--- src/rtl/regfile_write_arbiter_pkg.sv ---
// Shared types and constants for the register-file write-port arbiter.
// Holds the queued mult/div entry type and the register decode helper.
package regfile_write_arbiter_pkg;

  localparam int unsigned REG_ADDR_W = 5;
  localparam int unsigned DATA_W     = 32;
  localparam int unsigned NUM_REGS   = 1 << REG_ADDR_W;
  localparam logic [REG_ADDR_W-1:0] REG_ZERO = 5'd0;

  typedef struct packed {
    logic [REG_ADDR_W-1:0] addr;
    logic [DATA_W-1:0]     data;
  } rf_entry_t;

  function automatic logic [NUM_REGS-1:0] reg_onehot(input logic [REG_ADDR_W-1:0] r);
    reg_onehot = NUM_REGS'(1) << r;
  endfunction

endpackage

--- src/rtl/regfile_write_arbiter_fifo.sv ---
// Synchronous FIFO of mult/div results awaiting a free write-back slot.
// Exposes per-slot valid bits and contents so the top can build the pending mask.
module wb_md_fifo
  import regfile_write_arbiter_pkg::*;
#(
  parameter int unsigned DEPTH = 2
) (
  input  logic                  clk,
  input  logic                  rst_n,
  input  logic                  push_i,
  input  rf_entry_t             entry_i,
  input  logic                  pop_i,
  output logic                  full_o,
  output logic                  empty_o,
  output rf_entry_t             head_o,
  output logic [DEPTH-1:0]      valid_o,
  output rf_entry_t [DEPTH-1:0] entries_o
);

  localparam int unsigned PTR_W = (DEPTH > 1) ? $clog2(DEPTH) : 1;

  logic [PTR_W-1:0]      wr_ptr_q, wr_ptr_d;
  logic [PTR_W-1:0]      rd_ptr_q, rd_ptr_d;
  logic [DEPTH-1:0]      valid_q, valid_d;
  rf_entry_t [DEPTH-1:0] mem_q, mem_d;

  // A slot is writable only while invalid; pointers wrap naturally (DEPTH is a power of two)
  always_comb begin
    wr_ptr_d = wr_ptr_q;
    rd_ptr_d = rd_ptr_q;
    valid_d  = valid_q;
    mem_d    = mem_q;
    if (pop_i && valid_q[rd_ptr_q]) begin
      valid_d[rd_ptr_q] = 1'b0;
      rd_ptr_d          = rd_ptr_q + PTR_W'(1);
    end
    if (push_i && !valid_q[wr_ptr_q]) begin
      valid_d[wr_ptr_q] = 1'b1;
      mem_d[wr_ptr_q]   = entry_i;
      wr_ptr_d          = wr_ptr_q + PTR_W'(1);
    end
  end

  always_ff @(posedge clk or negedge rst_n) begin
    if (!rst_n) begin
      wr_ptr_q <= '0;
      rd_ptr_q <= '0;
      valid_q  <= '0;
      mem_q    <= '0;
    end else begin
      wr_ptr_q <= wr_ptr_d;
      rd_ptr_q <= rd_ptr_d;
      valid_q  <= valid_d;
      mem_q    <= mem_d;
    end
  end

  assign full_o    = &valid_q;
  assign empty_o   = ~|valid_q;
  assign head_o    = mem_q[rd_ptr_q];
  assign valid_o   = valid_q;
  assign entries_o = mem_q;

endmodule

--- src/rtl/regfile_write_arbiter.sv ---
// Shares the register-file write port: write-back always wins, buffered
// mult/div results drain into idle slots, with pending mask and starve stall.
module regfile_write_arbiter
  import regfile_write_arbiter_pkg::*;
#(
  parameter int unsigned DEPTH        = 2,
  parameter int unsigned STARVE_LIMIT = 4
) (
  input  logic                  Clk,
  input  logic                  Rst_n,
  input  logic                  WB_RegWriteIn,
  input  logic [REG_ADDR_W-1:0] WB_WriteRegIn,
  input  logic [DATA_W-1:0]     WB_WriteDataIn,
  input  logic                  MD_ValidIn,
  input  logic [REG_ADDR_W-1:0] MD_WriteRegIn,
  input  logic [DATA_W-1:0]     MD_DataIn,
  output logic                  MD_ReadyOut,
  output logic                  RF_WriteEnOut,
  output logic [REG_ADDR_W-1:0] RF_WriteAddrOut,
  output logic [DATA_W-1:0]     RF_WriteDataOut,
  output logic [NUM_REGS-1:0]   PendingMaskOut,
  output logic                  StallReqOut
);

  localparam int unsigned CNT_W = $clog2(STARVE_LIMIT + 1);

  logic                  fifo_full, fifo_empty;
  rf_entry_t             fifo_head;
  logic [DEPTH-1:0]      fifo_valid;
  rf_entry_t [DEPTH-1:0] fifo_entries;
  rf_entry_t             md_entry;
  logic                  wb_active_c, push_c, pop_c;
  logic [CNT_W-1:0]      starve_q, starve_d;

  assign wb_active_c = WB_RegWriteIn && (WB_WriteRegIn != REG_ZERO);
  assign MD_ReadyOut = Rst_n && !fifo_full;
  // Writes to r0 still handshake but never occupy a slot
  assign push_c      = MD_ValidIn && MD_ReadyOut && (MD_WriteRegIn != REG_ZERO);
  assign pop_c       = Rst_n && !wb_active_c && !fifo_empty;
  assign md_entry    = '{addr: MD_WriteRegIn, data: MD_DataIn};

  wb_md_fifo #(.DEPTH(DEPTH)) u_fifo (
    .clk       (Clk),
    .rst_n     (Rst_n),
    .push_i    (push_c),
    .entry_i   (md_entry),
    .pop_i     (pop_c),
    .full_o    (fifo_full),
    .empty_o   (fifo_empty),
    .head_o    (fifo_head),
    .valid_o   (fifo_valid),
    .entries_o (fifo_entries)
  );

  // Write-port grant; held idle while reset is asserted
  always_comb begin
    RF_WriteEnOut   = 1'b0;
    RF_WriteAddrOut = REG_ZERO;
    RF_WriteDataOut = '0;
    if (Rst_n) begin
      if (wb_active_c) begin
        RF_WriteEnOut   = 1'b1;
        RF_WriteAddrOut = WB_WriteRegIn;
        RF_WriteDataOut = WB_WriteDataIn;
      end else if (!fifo_empty) begin
        RF_WriteEnOut   = 1'b1;
        RF_WriteAddrOut = fifo_head.addr;
        RF_WriteDataOut = fifo_head.data;
      end
    end
  end

  // Cycles the head has waited without being drained, saturating
  always_comb begin
    starve_d = starve_q;
    if (fifo_empty || pop_c) begin
      starve_d = '0;
    end else if (starve_q != CNT_W'(STARVE_LIMIT)) begin
      starve_d = starve_q + CNT_W'(1);
    end
  end

  always_ff @(posedge Clk or negedge Rst_n) begin
    if (!Rst_n) begin
      starve_q <= '0;
    end else begin
      starve_q <= starve_d;
    end
  end

  assign StallReqOut = (starve_q == CNT_W'(STARVE_LIMIT));

  always_comb begin
    PendingMaskOut = '0;
    for (int unsigned i = 0; i < DEPTH; i++) begin
      if (fifo_valid[i]) begin
        PendingMaskOut = PendingMaskOut | reg_onehot(fifo_entries[i].addr);
      end
    end
  end

endmodule
--- config.mk ---
export PLATFORM = sky130hd
export DESIGN_NAME = regfile_write_arbiter
export DESIGN_NICKNAME = d
export VERILOG_FILES = /design/src/rtl/regfile_write_arbiter_pkg.sv /design/src/rtl/regfile_write_arbiter_fifo.sv /design/src/rtl/regfile_write_arbiter.sv
export SDC_FILE = /design/constraint.sdc
export NUM_CORES = 1
export LEC_CHECK = 0
export ABC_CLOCK_PERIOD_IN_PS = 2000
export CAP_MARGIN = 10
export CORE_ASPECT_RATIO = 0.8
export CORE_UTILIZATION = 46
export CTS_BUF_LIST = sky130_fd_sc_hd__clkbuf_4
export DETAILED_ROUTE_END_ITERATION = 6
export DONT_BUFFER_PORTS = 1
export GPL_ROUTABILITY_DRIVEN = 0
export PLACE_DENSITY = 0.68
export SLEW_MARGIN = 25
export SYNTH_ARGS = -nofsm -noshare
export SYNTH_HDL_FRONTEND = slang
export SYNTH_SLANG_ARGS = --single-unit
export TNS_END_PERCENT = 20
--- constraint.sdc ---
create_clock -name Clk -period 2 [get_ports Clk]
set_clock_uncertainty 0.2 [all_clocks]
set_input_delay 0.2 -clock Clk [delete_from_list [all_inputs] [get_ports Clk]]
set_output_delay 0.2 -clock Clk [all_outputs]
set_load 0.02 [all_outputs]
Word level (Yosys, flattened, before mapping)
Cells that the tools add are included.
{ "classes": {"n_addsub": 3, "n_lt_le_gt_ge": 4, "n_eq_ne": 2, "n_shift": 2, "mux": 28, "bitwise": 4, "reduce_logical": 20} }
{ "ops": {"columns": ["op", "n"], "rows": [
  ["$mux 32", 5],
  ["$mux 37", 3],
  ["$bwmux 74", 1],
  ["$shl 1x5->32 const A", 2],
  ["$demux 37 s1", 1],
  ["$or 32x32->32", 1],
  ["$mux 5", 3],
  ["$logic_and 1x1->1", 10],
  ["$reduce_bool 5->1", 2],
  ["$mux 1", 9],
  ["$mux 3", 2],
  ["$logic_not 1->1", 4],
  ["$lt 1x2->1 const B", 2],
  ["$mux 2", 2],
  ["$add 3x1->3 const B", 1],
  ["$eq 3x3->1 const B", 1],
  ["$ne 3x3->1 const B", 1],
  ["$add 1x1->1 const B", 2],
  ["$and 2x2->2", 1],
  ["$demux 1 s1", 2],
  ["$ge 1x1->1 const B", 2],
  ["$not 2->2", 1],
  ["$or 2x2->2", 1],
  ["$reduce_and 2->1", 1],
  ["3 further kinds", 3]
]} }
{ "totals": {"register_bits": 81, "out_inout_bits": 72} }

Depth between registers and ports, before layout
Gate-level depths: netlist of run 1.
{ "depth": {"depth_word": 9, "ltp_mapped": 6, "ltp_nobuf": 5} }

By module
A second synthesis of run 1 with hierarchy kept.
{ "unflattened": {"cells_unflattened": 544, "area_unflattened_um2": 5637.9} }
{ "by_module_without_submodules": {"columns": ["mod", "n_inst", "cells_per_inst", "area_each_um2"], "rows": [
  ["wb_md_fifo", 1, 213, 3384.5],
  ["regfile_write_arbiter", 1, 331, 2253.4]
]} }

Worst setup path after synthesis of run 1
Ideal clock, no wire load.
{ "synth_timing": {"path_type": "reg2out", "from": "register u_fifo.mem_q (netlist bit u_fifo.entries_o[35])", "to": "output port PendingMaskOut[4]", "t_arrival_ps": 1648, "required_time_ps": 1600, "path_slack_ps": -48, "stages_incl_launch_ff": 5, "path_cell_list": "dfrtp_1 -> clkbuf_1 -> nand2b_1 -> or2_2 -> o32ai_1"} }
{ "synth_between": {"elab_chain_cells": 4} }
{ "synth_lines": {"columns": ["item", "line", "source"], "rows": [
  ["from (decl)", "regfile_write_arbiter_fifo.sv:25", "rf_entry_t [DEPTH-1:0] mem_q, mem_d;"],
  ["from (signal assigned)", "regfile_write_arbiter_fifo.sv:54", "mem_q <= mem_d;"],
  ["$shl 1x5->32 *", "regfile_write_arbiter_pkg.sv:16", "reg_onehot = NUM_REGS'(1) << r;"],
  ["$mux 32 *", "regfile_write_arbiter.sv:96", "if (fifo_valid[i]) begin"],
  ["$or 32x32->32", "regfile_write_arbiter.sv:97", "PendingMaskOut = PendingMaskOut | reg_onehot(fifo_entries[i].addr);"],
  ["$mux 32 *", "regfile_write_arbiter.sv:96", null],
  ["to (decl)", "regfile_write_arbiter.sv:21", "output logic [NUM_REGS-1:0] PendingMaskOut,"]
]} }
Mark *: on every way between the ends. The rest lies on a longest branch, timed or not.

Worst setup path in the final report of run 1
{ "layout_timing": {"from": "register u_fifo.mem_q (netlist bit u_fifo.entries_o[69])", "to": "output port PendingMaskOut[28]"} }
{ "layout_between": {"elab_chain_cells": 3} }
{ "layout_lines": {"columns": ["item", "line"], "rows": [
  ["$shl 1x5->32", "regfile_write_arbiter_pkg.sv:16"],
  ["$or 32x32->32", "regfile_write_arbiter.sv:97"],
  ["$mux 32", "regfile_write_arbiter.sv:96"]
]} }
No other way between the ends.

==> results of run 1 <==
[Yosys cell counts, types with 3 or more instances]
library cell / number / area share, %
a22o_1: 10 / 1.8
mux2i_1: 37 / 7.7
o31ai_1: 6 / 0.94
buf_4: 3 / 0.47
or3_1: 4 / 0.52
mux2_1: 17 / 4.0
o22ai_1: 28 / 3.7
o32ai_1: 4 / 0.73
nand3b_1: 7 / 1.1
nor2b_1: 3 / 0.39
mux2_2: 79 / 19
buf_6: 5 / 1.2
or2_2: 4 / 0.52
o21ai_0: 7 / 0.73
clkbuf_1: 24 / 1.9
nand2_1: 79 / 6.2
buf_2: 4 / 0.42
nand3_1: 12 / 1.3
nand2b_1: 5 / 0.65
nor2_1: 3 / 0.24
inv_1: 6 / 0.47
dfrtp_1: 81 / 42
[metal layers]
metal	vias up	global-route usage [%]	part of all wire, %	wire length [um]
met5	-	0	0	0
met1	2261	31.9	40	6480
met4	0	8.01	3.7	603
met2	275	44.1	48	7890
met3	60	5.77	8.6	1400
li1	1948	-	-	-
[per-stage QoR]
stage / power [W] / cell area, um2
floorplan: 0.00566 / 4790
global placement: 0.00672 / 5590
detailed placement: 0.00691 / 5590
CTS: 0.00846 / 6510
global route: 0.0104 / 7220
finish: 0.00991 / 7220
[worst paths after layout]
check | from | end | slack (ns) | cells after the start
worst min register to register | u_fifo.entries_o[22] | u_fifo.entries_o[22] | 0.30 | 1
worst min-delay path | Rst_n | u_fifo.entries_o[13] | -0.77 | 0
max in group asynchronous | Rst_n | u_fifo.valid_o[0] | 2.18 | 0
min in group Clk | Rst_n | starve_q[1] | 0.01 | 2
worst max-delay path | u_fifo.entries_o[69] | PendingMaskOut[28] | -0.26 | 4
worst max register to register | u_fifo.rd_ptr_q | u_fifo.valid_o[0] | -0.08 | 4
[where the power goes]
part / switching, W / leakage (nW) / internal [W]
sequential: 0.000648 / 0.965 / 0.00246
combinational: 0.00274 / 2.23 / 0.00312
clock: 0.000558 / 0.0711 / 0.000377
[cell type report]
| cell class | instances | area, um2 | area share, % |
|---|---|---|---|
| clock buffers | 10 | 75.1 | 1.04 |
| multi-input cells | 328 | 3060 | 42.4 |
| inverters | 6 | 22.5 | 0.312 |
| flip-flops and latches | 81 | 2040 | 28.2 |
| clock inverters | 5 | 47.5 | 0.658 |
| repair buffers | 181 | 1810 | 25.0 |
| well taps | 136 | 170 | 2.36 |
[cells by family after synthesis]
logic type	after synthesis	synth area share [%]
multiplexers	133	30.3
flip-flops	81	42.4
buffers and inverters	43	4.50
adder cells (fa/ha/maj)	2	0.523
AND/OR/NAND/NOR	125	12.3
XOR/XNOR	1	0.183
AO/OA/AOI/OAI	67	9.80
[what timing repair did]
| item | in CTS | in global routing |
|---|---|---|
| hold buffers | 50 | 6 |
| pin swaps | 18 | 25 |
| endpoints found under the hold margin | 162 | 91 |
| setup buffers | 13 | 13 |
| cloned | 0 | 4 |
| gates resized for setup | 50 | 108 |
| endpoints found under the setup margin | 70 | 137 |
[registers in the layout, summed over array words and instances, names as in the netlist]
name              cells
u_fifo.wr_ptr_q       1
u_fifo.entries_o     74
u_fifo.valid_o        2
starve_q              3
u_fifo.rd_ptr_q       1
==> results.md, run 1 <==
- Detail Placement HPWL: 8340 um
- GRT Util Overall: 25.6%
- Largest net degree at the start of global routing: 131
- Nets: 687
- Lkg Pwr: 3.27 nW
- WP buf/inv: 2
- Worst-margin pin slew: 0.545 ns
- Syn Inst Count: 452
- Global-route wire length before repair: 21300 um
- Root buf cell: clkbuf_4
- Antenna viol nets, final: 0
- Placed Cells incl. Taps: 646
- Final Max Slew Viols: 0
- Crit path cell chain: buf_6 > nand3b_1 > o22ai_1 > buf_4
- Fmax: 0.443 GHz
- Via/cell ratio: 6.08
- Period utilization: 113%
- H-tree depth: 3
- Worst-path fanout max: 6
- CP startpoint kind: flip-flop
- Drt drc: 0
- Die height: 93.2 um
- Fillers: 653
- Critical Path RT: 1.60 ns
- TritonCTS Buffers: 9
- Fin util: 73.0%
- Port bufs: 0
- Worst-path clk slew: 0.13 ns
- Most frequent cells in the layout: 82 x buf_4, 71 x dfrtp_1, 58 x nand2_1, 55 x mux2_2, 51 x dlygate4sd3_1
- Remaining Overflow, GRT: 0
- Drt first-iter violations: 338
- Worst path max stage delay: 0.47 ns
- I/O Pins: 150
- Post-DR wirelength/cell: 21.9 um
- Tmin final: 2.26 ns
- Max IR drop VDD: 0.745 mV
- Failing checks: hold timing, setup timing
- Hold_ws: -0.770 ns
- Clock sinks: 81
- CTS tree: done
- Area Overhead vs Synth: 50.9%
- Core area: 0.00989 mm2
- Post-synthesis register bit count: 81
- Final worst slack: -0.257 ns
- RSZ-0062 raised after global routing: true
- Post-Route WL: 16400 um
- Status: finished with violations
- Final setup viols: 87
- Die area: 0.0108 mm2
- CP Capture Type: primary output
- Number of diodes: 0
- Die width: 116 um
- Pre-CTS WS: -0.0155 ns
- Vias in the first global route: 4363
- CP delay by family, top: flip-flops
- Slew margin rel.: 63.8%
- Final Hold Fails: 81
- Clk_lat worst skew: 0.45 ns
- Synth Area per Inst: 10.6 um2
- Worst Hold Class: primary input to async pin
- Netlist cell types: 40
- Post-synth EDFFs: 0
- DRT Pass-1 Iters: 4
- CP max-delay cell: dfrtp_2
- Layout cell share with drive strength beyond 1: 50.2%
- Max cap viols: 0
- CTS max path bufs: 2
- PD cells: 1370 mW/mm2
- # rows: 32
- Syn Std Cell Area: 0.00479 mm2
- Initial antenna violation count: 0
- Yosys warning total: 0
- Initial Utilization: 48.4%
- Critical path class: flip-flop to primary output
- Post-Syn Nets: 532
- Seq/Total Area, Yosys: 42.4%
- Layout Cells excl Fill: 747
- Ys flop type: dfrtp_1
- Setup tns final: -10.96 ns
- Commonest non-fill, non-tap cell in the layout: buf_4
- Ys async rst share: 100%
- Vias: 4544
- Crit path DAT: 1.86 ns
Power figures use the tool's default switching activity.
==> run 2, diff against run 1 <==
ABC_CLOCK_PERIOD_IN_PS = 2800   (was 2000)
clock period = 2.8 ns   (was 2 ns; I/O delays follow)
==> results.md, run 2 (same netlist as run 1, synthesis figures left out) <==
- Area of the multi-input gates: 0.00257 mm2
- Worst-path fanout max: 11
- Crit path DAT: 2.14 ns
- Worst-margin pin slew: 0.670 ns
- Die height: 93.2 um
- Met3 Use GR: 5.70%
- Worst-path clk slew: 0.12 ns
- Placed Cells incl. Taps: 572
- Layout Cells excl Fill: 631
- Die width: 116 um
- CP Capture Type: primary output
- CTS tree: done
- Vias: 3741
- H-tree depth: 3
- TritonCTS Buffers: 9
- Remaining Overflow, GRT: 0
- RSZ-0062 raised after global routing: false
- Vias in the first global route: 3696
- Initial antenna violation count: 1
- Register area: 0.00203 mm2
- Area Overhead vs Synth: 15.4%
- Initial Utilization: 48.4%
- Drt first-iter violations: 322
- Clk_lat worst skew: 0.43 ns
- Max cap viols: 0
- Via/cell ratio: 5.93
- Final instance area: 0.00552 mm2
- I/O Pins: 150
- Critical path class: flip-flop to primary output
- Max IR drop VDD: 0.494 mV
- GRT Util Overall: 22.2%
- Layout cell share with drive strength beyond 1: 25.7%
- PD cells: 943 mW/mm2
- Largest net degree at the start of global routing: 90
- Die area: 0.0108 mm2
- Antenna viol nets, final: 0
- Most frequent cells in the layout: 80 x dfrtp_1, 79 x nand2_1, 79 x mux2_2, 42 x dlygate4sd3_1, 37 x mux2i_1
- Tmin final: 2.62 ns
- Port bufs: 0
- Cell Area, Placed: 0.00496 mm2
- Lkg Pwr: 2.32 nW
- Critical Path RT: 2.32 ns
- Slew margin rel.: 55.3%
- Met1 usage: 29.0%
- Fmax: 0.382 GHz
- Final setup viols: 0
- Final Hold Fails: 0
- # rows: 32
- Busiest grt layer: met2
- Clock sinks: 81
- Post-DR wirelength/cell: 18.1 um
- Met2 Use GR: 36.3%
- Detail Placement HPWL: 7430 um
- Period utilization: 93.5%
- Core area: 0.00989 mm2
- Setup tns final: 0 ns
- Nets: 570
- Fillers: 865
- CTS max path bufs: 2
- Commonest non-fill, non-tap cell in the layout: dfrtp_1
- CP startpoint kind: flip-flop
- Global-route wire length before repair: 18400 um
- Drt drc: 0
- Max reg flops: 74
- Gates resized, CTS repair: 0
- Final Max Slew Viols: 0
- Status: finished clean
- Root buf cell: clkbuf_4
- Post-Route WL: 11400 um
- Worst Hold Class: primary input to flip-flop
- DRT Pass-1 Iters: 5
==> run 2: repair_timing <==
action                                 in CTS  in global routing
setup buffers                               0                  0
setup endpoints to repair                   0                  0
endpoints found under the hold margin     162                  0
hold buffers                               43                  0
==> run 2: layer usage <==
| metal | part of all wire (%) | wire length [um] | vias up |
|---|---|---|---|
| li1 | - | - | 1708 |
| met1 | 45 | 5160 | 1833 |
| met2 | 47 | 5370 | 182 |
| met3 | 6.6 | 755 | 18 |
| met4 | 1.1 | 129 | 0 |
| met5 | 0 | 0 | - |
==> run 2: worst max-delay path: stages (launching register included) <==
cell and delay, ns:
dfrtp_1 0.61, nor2b_1 0.40, nand3_1 0.22, o22ai_1 0.48
==> run 2: final cells by class <==
class | count | share of cell area (%)
clock inverters | 6 | 0.657
diodes | 1 | 0.0453
flip-flops and latches | 81 | 36.7
well taps | 136 | 3.08
multi-input cells | 328 | 46.5
clock buffers | 9 | 1.22
inverters | 6 | 0.408
repair buffers | 64 | 11.4
==> run 2: through the flow <==
stage                     util, %  hold WS, ns  total power [W]  setup WS [ns]
after detailed placement     50.2       -0.214          0.00456          0.384
final                        55.9       0.0755          0.00521          0.182
after CTS                    55.8       0.0166          0.00523          0.189
after global placement       50.2       -0.214          0.00445          0.457
after floorplan                 -       -0.216          0.00404          0.657
after global routing         55.9       0.0765          0.00559         0.0370
==> run 2: power by group <==
part / leakage [nW] / total, W / internal (W) / switching [W]
Combinational: 1.29 / 0.00239 / 0.00119 / 0.00120
Sequential: 0.976 / 0.00225 / 0.00174 / 0.000507
Clock: 0.0512 / 0.000573 / 0.000171 / 0.000402
==> run 2: path summary, 6_finish.rpt <==
check	from	to	slack, ns	cells after the start
max	u_fifo.valid_o[0]	PendingMaskOut[15]	0.18	3
min reg2reg	u_fifo.entries_o[27]	u_fifo.entries_o[27]	0.30	1
max in group asynchronous	Rst_n	u_fifo.rd_ptr_q	1.85	2
min in group asynchronous	Rst_n	u_fifo.entries_o[53]	0.17	2
max reg2reg	u_fifo.valid_o[1]	u_fifo.entries_o[52]	0.63	4
min	WB_WriteRegIn[2]	u_fifo.valid_o[1]	0.08	3
==> run 3, diff against run 2 <==
CAP_MARGIN = 20   (was 10)
==> results of run 3 <==
Final layout, timing and power as in run 2 (identical DEF).
==> variant 1 (flow settings as in run 1) <==
`DEPTH` is set to 2 in 2 places; all go to 1.
--- a/src/rtl/regfile_write_arbiter_fifo.sv
+++ b/src/rtl/regfile_write_arbiter_fifo.sv
@@ -3,7 +3,7 @@
 module wb_md_fifo
   import regfile_write_arbiter_pkg::*;
 #(
-  parameter int unsigned DEPTH = 2
+  parameter int unsigned DEPTH = 1
 ) (
   input  logic                  clk,
   input  logic                  rst_n,
--- a/src/rtl/regfile_write_arbiter.sv
+++ b/src/rtl/regfile_write_arbiter.sv
@@ -3,7 +3,7 @@
 module regfile_write_arbiter
   import regfile_write_arbiter_pkg::*;
 #(
-  parameter int unsigned DEPTH        = 2,
+  parameter int unsigned DEPTH        = 1,
   parameter int unsigned STARVE_LIMIT = 4
 ) (
   input  logic                  Clk,
Function: changed (a bounded check fails within 4 cycles, from zero or initial values and one cycle with Rst_n low).
==> variant 1 against run 1 <==
The run ends with negative setup slack left. Cell area is 42% lower. Non-clock buffer count shrank 67. Cell count down 35%. Register-to-register slack gained 0.30 ns. Synthesized area is 44% lower. Sequential power fell by 48%. Critical path depth did not move. Routed wire length fell by 47%. Setup slack gained 0.18 ns. Total power fell by 56%. Sequential cell count shrank 38. Via count down 38%. Critical endpoint is now RF_WriteDataOut[26].
==> variant 1: results (changes against run 1) <==
Status
  – Status: finished with violations
  – Failing checks: negative setup slack

Placed design
  – Placed cells: 418 (-35%)
  – DP HPWL: 4540 um (-46%)

Setup path
  – Reg-to-Reg Start: u_fifo.full_o$_DFF_PN0_
  – CP Data Arrival Time: 1.67 ns (-0.19 ns)
  – RR Endpoint: u_fifo.entries_o[29]$_DFFE_PN0P_
  – Reg-to-reg slack, setup: 0.22 ns (+0.30 ns)

Final layout
  – Fill cell total of the finished layout: 376 (-42%)
  – Nets: 484 (-30%)
  – Share of cells above drive strength 1: 39.4% (-11 points)
  – Max reg flops: 37 (-50%)

Logic synthesis
  – Distinct cells, synth: 35 (-13%)
  – Area contributors post-synth: dfrtp_1 40%, nand2_1 11%, mux2_1 8.0%
  – Syn_nets: 386 (-27%)
  – Seq/Total Area, Yosys: 40.2% (-2.1 points)
  – Avg Cell Area, Syn: 8.75 um^2 (-17%)
  – Top cells by count, synth: 75 x nand2_1, 43 x dfrtp_1, 32 x o22ai_1

STA
  – Final worst slack: -0.0749 ns (+0.182 ns)
  – # setup viols final: 43 (-51%)
  – Final TNS setup: -1.59 ns (+9.37 ns)
  – Rel. slew slack: 72.9% (+9.1 points)

GRT
  – Vias in the first global route: 2788 (-36%)
  – First-pass GRT wire length: 13300 um (-38%)
  – GRT Total Usage: 28.2% (+2.6 points)
  – Pin count of the biggest net entering global routing: 74 (-44%)

CTS
  – Htree depth: 2 (-1)
  – Clock insertion delay at the later pin of the skew report: 0.35 ns (-0.10 ns)
  – Num CTS Buffers: 5 (-4)

Routing
  – Routed vias: 2802 (-38%)
  – Vias/cell: 5.81 (-4.4%)

Power and ir drop
  – Worst VDD drop: 0.555 mV (-25%)
  – Leakage: 1.80 nW (-45%)

Hold path
  – Worst Hold Class: input port to register
## variant 1: cell count changes in the layout (fill, tap and decap cells not counted), moves of 17 or more
cell     before  now
buf_4        82   41
mux2_2       55   18
mux2i_1      37    0
dfrtp_1      71   38
mux2_4       32    0
nand2_2      18    0
nand2_1      58   75
## variant 1: power by group
group	total [mW]	internal (mW)	switching (mW)	leakage (nW)
registers	1.61	1.30	0.307	0.513
logic	2.21	1.09	1.13	1.24
clock network	0.555	0.272	0.284	0.0417
## variant 1: metrics by stage
stage               worst slack (ns)  power [mW]  hold WS, ns  util (%)
global route                  -0.146        4.63       0.0471      75.4
global placement            -0.00914        3.13       -0.294      56.5
CTS                          -0.0558        4.16       0.0329      72.3
detailed placement           -0.0262        3.21       -0.293      56.5
finish                       -0.0749        4.38       0.0486      75.4
floorplan                    -0.0970        2.74       -0.296         -
## variant 1: worst max-delay path by stage
stage,from,to,cells after the start
after floorplan,WB_WriteRegIn[0],RF_WriteDataOut[10],5
after global placement,WB_WriteRegIn[0],RF_WriteDataOut[19],4
after detailed placement,WB_WriteRegIn[0],RF_WriteEnOut,6
after CTS,u_fifo.full_o$_DFF_PN0_,PendingMaskOut[16],4
after global routing,u_fifo.full_o$_DFF_PN0_,PendingMaskOut[0],4
final,u_fifo.full_o$_DFF_PN0_,RF_WriteDataOut[26],4
## variant 1: layout make-up
type / count / area, um^2 / share of cell area [%]
repair buffers: 114 / 1160 / 27.8
multi-input cells: 235 / 1730 / 41.6
clock buffers: 6 / 45.0 / 1.08
flip-flops and latches: 43 / 1080 / 26.0
inverters: 5 / 21.3 / 0.510
well taps: 78 / 97.6 / 2.34
clock inverters: 1 / 30.0 / 0.721
## variant 1: critical path: stages, from the launching register on
cell and delay [ns]:
dfrtp_2 0.46, inv_4 0.08, o31a_4 0.44, o22ai_2 0.22, buf_6 0.14
## variant 1: cell families (layout without fill, tap and decap cells)
kind of cell / count (synthesis) / after routing / synth area share (%)
AO/OA/AOI/OAI: 55 / 58 / 14.4
XOR/XNOR: 2 / 2 / 0.655
adder cells (fa/ha/maj): 2 / 2 / 0.935
buffers and inverters: 31 / 126 / 6.36
flip-flops: 43 / 43 / 40.2
multiplexers: 37 / 37 / 15.6
AND/OR/NAND/NOR: 136 / 136 / 21.9
## variant 1: metal layers
layer	GRT usage (%)	up-vias	wire, um
li1	-	1268	-
met1	36.7	1372	3680
met2	44.2	142	4090
met3	6.86	20	684
met4	13.1	0	238
met5	0	-	0
## variant 1: what timing repair did
action                                  CTS  global route
endpoints found under the setup margin   52            62
setup buffers                             7             3
hold buffers                             42             0
resized for setup                        50            37
gates cloned                              5             0
pin swaps                                14             7
endpoints found under the hold margin    86             0
==> variant 2 (flow settings as in run 1) <==
Without the edit above. Reset style: synchronous (`Rst_n` and `rst_n`), changed in 2 clocked blocks.
--- a/src/rtl/regfile_write_arbiter_fifo.sv
+++ b/src/rtl/regfile_write_arbiter_fifo.sv
@@ -41,7 +41,7 @@
     end
   end
 
-  always_ff @(posedge clk or negedge rst_n) begin
+  always_ff @(posedge clk) begin
     if (!rst_n) begin
       wr_ptr_q <= '0;
       rd_ptr_q <= '0;
--- a/src/rtl/regfile_write_arbiter.sv
+++ b/src/rtl/regfile_write_arbiter.sv
@@ -80,7 +80,7 @@
     end
   end
 
-  always_ff @(posedge Clk or negedge Rst_n) begin
+  always_ff @(posedge Clk) begin
     if (!Rst_n) begin
       starve_q <= '0;
     end else begin
Formal check against the unedited RTL: differs if Rst_n is asserted again (counterexample within 4 cycles, from zero or initial values and one cycle with Rst_n low); with Rst_n held inactive, the same outputs for 4 cycles.
==> variant 2 against run 1 <==
The run ends with negative setup slack left. Die area is 1.2% lower. Setup slack improved by 0.20 ns. Routed wire length shrank 10%. Synthesized area decreased by 1.3%. Utilization down 2.7 points. Sequential cell count did not move. Cell area down 4.4%. Critical path type unchanged. Critical endpoint is now RF_WriteDataOut[21].
Power is not compared: it rests on default switching activity, and its combinational part moved more than twofold at a synthesized area within 25%.
==> variant 2: results (changes against run 1) <==
Setup path
  – Reg-to-reg slack, setup: 0.17 ns (+0.25 ns)
  – CP Data Arrival Time: 1.66 ns (-0.20 ns)
  – Reg-to-Reg Start: u_fifo.valid_o[1]$_SDFF_PN0_
  – Reg2reg path depth: 5 (+1)
  – CP Capture Point: RF_WriteDataOut[21]
  – Slowest CP cell: dfxtp_4
  – Crit-path max cell delay: 0.42 ns (-0.05 ns)

Routing
  – Met1 Wirelength: 6440 um (-0.63%)
  – Initial drt markers: 245 (-28%)
  – Routed met3 length: 724 um (-48%)
  – DR WL met2: 7310 um (-7.4%)

STA
  – Worst Tran Pin Value: 0.550 ns (+0.00493 ns)
  – # setup viols final: 37 (-57%)
  – Final worst slack: -0.0613 ns (+0.196 ns)
  – Final TNS setup: -1.30 ns (+9.66 ns)
  – Hold WS: 0.0760 ns (+0.846 ns)

Placed design
  – DP HPWL: 7960 um (-4.5%)
  – Placed cells: 730 (+13%)
  – Placement-stage cell area: 5340 um^2 (-4.4%)

CTS
  – Clock insertion delay at the later pin of the skew report: 0.41 ns (-0.04 ns)

Logic synthesis
  – Top cells by count, synth: 183 x nand2_1, 111 x mux2i_1, 81 x dfxtp_1
  – Synth async-reset ratio: 0% (-100 points)
  – Syn_nets: 640 (+20%)
  – Seq/Total Area, Yosys: 34.3% (-8.0 points)
  – Synth Instances: 560 (+24%)

GRT
  – M3 GR Usage: 5.56% (-0.21 points)
  – GRT Total Usage: 27.0% (+1.4 points)
  – Met2 GRT Util: 48.8% (+4.7 points)

Status
  – Failing checks: negative setup slack
  – Status: finished with violations

Final layout
  – Nets: 785 (+14%)

Hold path
  – Worst Hold Class: input port to register
[variant 2: cell families (layout without fill, tap and decap cells)]
logic type	Yosys count	in the layout	synth area share [%]
AOI/OAI and AO/OA	54	54	7.89
buffers and inverters	56	205	5.88
and+or+nand+nor	222	222	19.8
DFF	81	81	34.3
xor gates and xnor gates	1	1	0.185
adders and majority gates	2	2	0.529
muxes	144	144	31.4
[variant 2: layout make-up]
cell class	instances	area, um^2
fillers	721	2910
inverters	7	26.3
flip-flops and latches	81	1650
repair buffers	183	1800
well taps	136	170
clock inverters	5	129
clock buffers	10	75.1
multi-input cells	423	3050
[variant 2: repair_timing]
action,in CTS,in global routing
cloned,0,3
buffers inserted,10,2
gates resized for setup,41,48
hold buffers,85,0
endpoints found under the setup margin,69,68
pin swaps,5,11
endpoints found under the hold margin,79,0
[variant 2: worst reg2reg max path, cell delays in order (launching register included)]
cell	delay (ns)
dfxtp_2	0.35
buf_6	0.12
buf_4	0.14
a2111oi_4	0.29
buf_4	0.39
mux2i_1	0.27
